### config.mk
export PLATFORM = sky130hd
export DESIGN_NAME = arbitre_registre
export DESIGN_NICKNAME = d
export VERILOG_FILES = /design/src/rtl/arbitre_registre.sv
export SDC_FILE = /design/constraint.sdc
export NUM_CORES = 1
export LEC_CHECK = 0
export CORE_ASPECT_RATIO = 0.9
export CORE_UTILIZATION = 40
export CTS_CLUSTER_SIZE = 8
export DETAILED_ROUTE_END_ITERATION = 6
export HOLD_SLACK_MARGIN = 0.05
export PLACE_DENSITY = 0.8
export SLEW_MARGIN = 10
export SYNTH_ARGS = -nofsm -noshare
export SYNTH_HDL_FRONTEND = slang
export SYNTH_SLANG_ARGS = --single-unit
export TNS_END_PERCENT = 5
### constraint.sdc
create_clock -name clk -period 4.1 [get_ports clk]
set_clock_uncertainty 0.1 [all_clocks]
set_input_delay 1.23 -clock clk [delete_from_list [all_inputs] [get_ports clk]]
set_output_delay 1.23 -clock clk [all_outputs]
set_load 0.1 [all_outputs]
### src/rtl/arbitre_registre.sv
// Round-robin arbiter that serialises writes from NB_REQ requesters into one
// shared WIDTH-bit register with complementary q/qn outputs.
module arbitre_registre #(
  parameter int NB_REQ = 4,
  parameter int WIDTH  = 8
) (
  input  logic                        clk,
  input  logic                        reset,
  input  logic [NB_REQ-1:0]           req,
  input  logic [NB_REQ*WIDTH-1:0]     wdata,
  output logic [NB_REQ-1:0]           grant,
  output logic [NB_REQ-1:0]           ack,
  output logic [WIDTH-1:0]            q,
  output logic [WIDTH-1:0]            qn,
  output logic [$clog2(NB_REQ)-1:0]   owner,
  output logic                        busy,
  output logic [1:0]                  state_dbg
);

  localparam int IW = $clog2(NB_REQ);
  localparam logic [NB_REQ-1:0] ONE = NB_REQ'(1);

  typedef enum logic [1:0] {IDLE = 2'd0, GRANT = 2'd1, ACK = 2'd2} state_t;

  // Handshake: a requester raises req[i] with stable wdata and holds it until
  // ack[i] pulses; grant[i] marks ownership; dropping req[i] while granted
  // withdraws the request without a write.
  state_t          state;
  logic [IW-1:0]   ptr;
  logic [IW-1:0]   sel;
  logic [IW-1:0]   sel_c;
  logic            found_c;
  logic [IW-1:0]   idx;
  logic [WIDTH-1:0] wsel;

  // First set request at or after ptr, wrapping naturally in IW bits.
  always_comb begin
    sel_c   = ptr;
    found_c = 1'b0;
    idx     = ptr;
    for (int k = 0; k < NB_REQ; k++) begin
      idx = ptr + IW'(k);
      if (!found_c && req[idx]) begin
        sel_c   = idx;
        found_c = 1'b1;
      end
    end
  end

  always_comb begin
    wsel = wdata[int'(sel)*WIDTH +: WIDTH];
  end

  always_ff @(posedge clk or negedge reset) begin
    if (!reset) begin
      state <= IDLE;
      grant <= '0;
      ack   <= '0;
      q     <= '0;
      owner <= '0;
      ptr   <= '0;
      sel   <= '0;
    end else begin
      case (state)
        IDLE: begin
          ack <= '0;
          if (found_c) begin
            sel   <= sel_c;
            grant <= ONE << sel_c;
            state <= GRANT;
          end
        end
        GRANT: begin
          if (req[sel]) begin
            q     <= wsel;
            ack   <= ONE << sel;
            owner <= sel;
            ptr   <= sel + 1'b1;
            state <= ACK;
          end else begin
            grant <= '0;
            state <= IDLE;
          end
        end
        ACK: begin
          grant <= '0;
          ack   <= '0;
          state <= IDLE;
        end
        default: begin
          grant <= '0;
          ack   <= '0;
          state <= IDLE;
        end
      endcase
    end
  end

  assign qn        = ~q;
  assign busy      = (state != IDLE);
  assign state_dbg = state;

endmodule
==> results of run 1 <==
## logic make-up (layout without fill, tap and decap cells)
family / count (synthesis) / in the layout
adders and majority gates: 4 / 4
and+or+nand+nor: 36 / 36
muxes: 14 / 14
DFF: 24 / 24
buffers and inverters: 18 / 83
AOI/OAI and AO/OA: 23 / 23
## synth_stat cells (all sizes together) (2+ instances only)
cell | count | share of area
dfrtp | 24 | 0.46
nand2 | 17 | 0.054
inv | 13 | 0.037
o21ai | 13 | 0.049
mux4 | 9 | 0.15
nor2 | 7 | 0.020
buf | 4 | 0.029
ha | 4 | 0.038
mux2i | 4 | 0.030
nor2b | 4 | 0.019
a21oi | 2 | 0.010
a32o | 2 | 0.015
nand2b | 2 | 0.0095
o31ai | 2 | 0.011
## stage by stage
stage	hold slack, ps	instances	utilization	instance area (um^2)
2_1_floorplan	404	119	-	1320
3_3_place_gp	377	222	0.636	1970
3_5_place_dp	379	222	0.636	1970
4_1_cts	408	226	0.648	2000
5_1_grt	448	226	0.648	2000
6_report	399	226	0.648	2000
## per-layer routing
layer,share of wire,global-route usage
met1,0.43,0.220
met2,0.45,0.303
met3,0.097,0.0569
met4,0.023,0.0897
met5,0,0
## sequential cells by signal (all words and copies together), names as in the netlist
name       count
q              8
ack            4
grant          4
owner          2
ptr            2
sel            2
state_dbg      2
## final cells by class
cell class | instances | area, um^2 | area share
clock buffer | 4 | 36.3 | 0.0181
inverter | 13 | 48.8 | 0.0244
tap | 42 | 52.6 | 0.0263
multi-input combinational | 77 | 626 | 0.313
timing repair buffer | 66 | 638 | 0.319
sequential | 24 | 601 | 0.300
## worst max path at each step
stage | depth (start not counted) | startpoint | slack (ps) | end
2_1_floorplan | 2 | state_dbg[0] | 1030 | busy
3_3_place_gp | 6 | req[3] | 1100 | ptr[0]
3_5_place_dp | 6 | req[3] | 1030 | ptr[0]
4_1_cts | 1 | state_dbg[1] | 870 | state_dbg[1]
5_1_grt | 1 | state_dbg[1] | 830 | state_dbg[1]
6_report | 1 | state_dbg[1] | 880 | state_dbg[1]
==> impl_metrics.csv, run 1 <==
group,metric,value,unit
route,drt-vias-per-instance,5.11,
critical_path,timing.critical_path.cells,"clkdlybuf4s50_1",
hold_path,min_delay_path_depth,2,
route,initialDrtViolationCount,21,
critical_path,worstSetupEndpointType,"primary output",
layout,finish.net_count,227,
critical_path,critical_path.n_buffers_inverters,1,
synth,yosys_register_bits,24,
global_routing,grt_first_pass_wirelength,5000,um
critical_path,worstReg2RegEnd,"ptr[0]",
critical_path,worst_path_max_delay_cell,"sky130_fd_sc_hd__clkdlybuf4s50_1",
layout,drive_gt1_frac,0.152,
sta,layout_min_cycle_time,3220,ps
floorplan,start_util,0.426,
hold_path,min_path_type,"register to register",
synth,synth_area_in_adders,0.0380,
floorplan,total_die_area,3530,um^2
global_routing,combined_global_route_utilization_of_all_metal_layers,0.185,
synth,synth_mux_area_frac,0.193,
clock_tree,cts_setup_buffers,0,
sta,total_negative_setup_slack,0,ps
sta,setup-violations-final,0,
synth,synth_xor_area_frac,0,
sta,grt_setup_unrepaired,"false",
place,portBuffers,66,
sta,min_period_over_period,0.786,
clock_tree,cts-hold-fix-buffers,0,
place,gpl.final_weighted_congestion,0.772,
route,via_count,1155,
route,firstDrtPassIters,4,
synth,postSynthNetCount,161,
critical_path,critical_path.startpoint_type,"register",
clock_tree,clock_latency,320,ps
sta,worst-slew-pin-transition,1050,ps
synth,mappedNetlistArea,1320,um^2
clock_tree,clk_pin_slew_worst_paths,130,ps
flow_run,timing.max_cap.violations,0,
synth,synth_cell_type_count,31,
floorplan,core_area,3090,um^2
global_routing,first_global_vias,1167,
layout,final.fill_count,249,
route,routed_wirelength,3010,um
run_status,run_status,"finished, final reports clean",
synth,synthArstFlopShare,1.00,
clock_tree,cts.sinks,24,
hold_path,hold_path_end,"grant[0]",
critical_path,critical-path-max-stage-delay,1150,ps
synth,synth_simple_gate_area_frac,0.132,
synth,synth_flop_cell,"sky130_fd_sc_hd__dfrtp_1",
synth,ys_warn_count,0,
synth,syn_area_per_cell,11.1,um^2
clock_tree,resized_after_cts,0,
critical_path,path_max_fanout,4,
floorplan,rows,19,
sta,timing.max_slew.rel_slack,0.298,
critical_path,worst_ep_required_time,2770,ps
floorplan,die_h,56.4,um
synth,synthCells,119,
clock_tree,number_of_buffers_created_by_cts,3,
route,post-route-drc-count,0,
clock_tree,cts_max_path_buffers,2,
clock_tree,clockRootBuffer,"sky130_fd_sc_hd__clkbuf_4",
synth,synth_top_family_by_area,"multiplexers",
place,dp_worst_setup_slack,1030,ps
critical_path,critical_path_arrival,1890,ps
global_routing,grt_max_degree,25,
floorplan,die_width,62.5,um
sta,slew_violations,0,
synth,ys_seq_area_frac,0.456,
global_routing,antenna_found_initial,0,
route,routedWlPerCell,13.3,um
layout,most_frequent_cells_in_the_layout,"sky130_fd_sc_hd__clkdlybuf4s50_1 (57), sky130_fd_sc_hd__dfrtp_1 (24), sky130_fd_sc_hd__nand2_1 (16)",
clock_tree,h_tree_levels,1,
layout,num_antenna_cells,0,
floorplan,io-pin-count,67,
layout,area_growth,51.9,%
critical_path,rrSetupSlack,1880,ps
critical_path,critical_path_class,"register to primary output",
synth,synth_compound_area_frac,0.112,
synth,number_of_synthesized_flops_with_an_enable_pin,0,
route,postRouteAntennaNets,0,
critical_path,worstReg2RegStart,"sel[0]",
sta,final-hold-violation-count,0,
clock_tree,tritoncts,"yes",
place,dpl.hpwl,2420,um
layout,mostFrequentLayoutCell,"sky130_fd_sc_hd__clkdlybuf4s50_1",
hold_path,timing.hold.worst.start,"grant[0]",
global_routing,globalRouteOverflowTotal,0,
critical_path,cpLargestDelayFamily,"buffers and inverters",
sta,worst_slack,879,ps
sta,clock.fmax,310,MHz
critical_path,reg2reg_depth,5,
Power of run 1 is left out: the tool's default activity adds up to more than one toggle a clock period on the data nets, which glitch-free logic cannot reach.
==> run 2, diff against run 1 <==
--- a/config.mk
+++ b/config.mk
@@ -6,11 +6,11 @@
 export NUM_CORES = 1
 export LEC_CHECK = 0
 export CORE_ASPECT_RATIO = 0.9
-export CORE_UTILIZATION = 40
+export CORE_UTILIZATION = 39
 export CTS_CLUSTER_SIZE = 8
 export DETAILED_ROUTE_END_ITERATION = 6
 export HOLD_SLACK_MARGIN = 0.05
-export PLACE_DENSITY = 0.8
+export PLACE_DENSITY = 0.79
 export SLEW_MARGIN = 10
 export SYNTH_ARGS = -nofsm -noshare
 export SYNTH_HDL_FRONTEND = slang
==> constraint.sdc (replaced) <==
create_clock -name clk -period 3.3 [get_ports clk]
set_clock_uncertainty 0.1 [all_clocks]
set_input_delay 0.99 -clock clk [delete_from_list [all_inputs] [get_ports clk]]
set_output_delay 0.99 -clock clk [all_outputs]
set_load 0.1 [all_outputs]
==> run 2 against run 1 <==
Via count is 0.61% higher; clock-buffer cell count is 1 lower; register-to-register slack worse by 430 ps; non-clock buffer count is 2 higher; critical path type is now input pin to register; sequential share of layout area is 0.46 points higher; worst hold slack worse by 2.3 ps; cell area is 1.5% lower; first-iteration DRC count is 9.5% higher; worst setup slack worse by 130 ps; flip-flop and latch count stayed put.
==> impl_metrics.csv, run 2 (synthesis results as in run 1) <==
group,metric,value,unit
sta,setup-violations-final,0,
route,via_count,1162,
layout,final_non_filler_cell_total,227,
layout,max_flop_register,"q",
global_routing,combined_global_route_utilization_of_all_metal_layers,0.196,
critical_path,worst_ep_required_time,3350,ps
sta,clock.fmax,392,MHz
layout,finish.net_count,229,
layout,most_frequent_cells_in_the_layout,"sky130_fd_sc_hd__clkdlybuf4s50_1 (37), sky130_fd_sc_hd__buf_4 (31), sky130_fd_sc_hd__dfrtp_1 (24)",
route,firstDrtPassIters,4,
clock_tree,clockRootBuffer,"sky130_fd_sc_hd__clkbuf_8",
route,initialDrtViolationCount,23,
hold_path,hold_path_end,"owner[0]",
flow_run,timing.max_cap.violations,0,
sta,timing.max_slew.rel_slack,0.614,
critical_path,reg2reg_depth,3,
hold_path,min_delay_path_depth,2,
critical_path,rrSetupSlack,1450,ps
sta,slew_violations,0,
clock_tree,cts.sinks,24,
critical_path,path_max_fanout,6,
place,cell_count_after_placement,224,
critical_path,timing.critical_path.cells,"clkdlybuf4s50_1 > mux4_2 > a22o_1 > a32o_1",
route,drt-vias-per-instance,5.12,
clock_tree,clock_latency,260,ps
clock_tree,cts_max_path_buffers,2,
place,gpl.final_weighted_congestion,0.808,
route,postRouteAntennaNets,0,
route,post-route-drc-count,0,
critical_path,worst_path_max_delay_cell,"sky130_fd_sc_hd__mux4_2",
layout,mostFrequentLayoutCell,"sky130_fd_sc_hd__clkdlybuf4s50_1",
clock_tree,clk_pin_slew_worst_paths,80,ps
layout,reg_top3,"q (8), ack (4), grant (4)",
critical_path,worstReg2RegStart,"sel[1]",
floorplan,rows,19,
sta,grt_setup_unrepaired,"false",
critical_path,cpLargestDelayFamily,"multiplexers",
clock_tree,cts_setup_buffers,0,
run_status,run_status,"finished, final reports clean",
critical_path,critical-path-max-stage-delay,630,ps
clock_tree,number_of_buffers_created_by_cts,3,
clock_tree,resized_after_cts,0,
critical_path,critical_path_arrival,2600,ps
sta,final-hold-violation-count,0,
critical_path,critical_path.startpoint_type,"input pin",
global_routing,grt_max_degree,25,
clock_tree,h_tree_levels,1,
hold_path,min_path_type,"register to register",
critical_path,critical_path.n_buffers_inverters,1,
sta,total_negative_setup_slack,0,ps
clock_tree,cts-hold-fix-buffers,0,
floorplan,total_die_area,3610,um^2
place,portBuffers,66,
sta,worst-slew-pin-transition,574,ps
layout,largest_register_ffs,8,
route,routedWlPerCell,14.1,um
layout,area_growth,49.7,%
global_routing,first_global_vias,1245,
route,routed_wirelength,3200,um
floorplan,die_width,63.3,um
global_routing,grt_first_pass_wirelength,5390,um
sta,layout_min_cycle_time,2550,ps
floorplan,die_h,57.1,um
layout,drive_gt1_frac,0.265,
clock_tree,tritoncts,"yes",
layout,num_antenna_cells,0,
sta,min_period_over_period,0.773,
floorplan,core_area,3140,um^2
place,dpl.hpwl,2610,um
critical_path,worstReg2RegEnd,"grant[3]",
floorplan,start_util,0.420,
global_routing,antenna_found_initial,0,
floorplan,io-pin-count,67,
global_routing,globalRouteOverflowTotal,0,
critical_path,worstSetupEndpointType,"register",
hold_path,timing.hold.worst.start,"owner[0]",
critical_path,critical_path_class,"input pin to register",
==> run 2: how the worst max path moves through the flow <==
stage	start	endpoint	slack, ps	depth (start not counted)
floorplan	state_dbg[0]	busy	470	2
global placement	req[3]	grant[3]	550	4
detailed placement	req[3]	grant[3]	480	4
CTS	req[3]	grant[3]	770	4
global route	req[0]	grant[3]	710	4
finish	req[0]	grant[3]	750	4
==> run 2: tightest hold or removal path: stages (launching register included) <==
cell	delay, ps
sky130_fd_sc_hd__dfrtp_1	360
sky130_fd_sc_hd__nand2_1	50
sky130_fd_sc_hd__o21ai_0	60
==> run 2: per-stage QoR <==
stage | cell area (um^2) | setup WS [ps] | hold slack, ps | utilization
after global routing | 1970 | 705 | 432 | 0.628
after CTS | 1970 | 768 | 405 | 0.628
after floorplan | 1320 | 471 | 404 | -
after global placement | 1930 | 547 | 382 | 0.615
after detailed placement | 1930 | 481 | 387 | 0.615
final | 1970 | 750 | 397 | 0.628
==> run 2: per-layer routing <==
| layer | GRT usage | share of wire | vias up |
|---|---|---|---|
| met1 | 0.227 | 0.40 | 541 |
| met3 | 0.0580 | 0.084 | 9 |
| met5 | 0 | 0 | - |
| li1 | - | - | 547 |
| met2 | 0.333 | 0.49 | 65 |
| met4 | 0.0974 | 0.028 | 0 |
==> run 2: layout make-up <==
class	instances	area, um^2
flip-flops and latches	24	601
inverters	13	48.8
clock buffers	3	41.3
fillers	260	1170
repair buffers	68	603
multi-input cells	77	626
well taps	42	52.6
Power of run 2 is left out for the same reason.
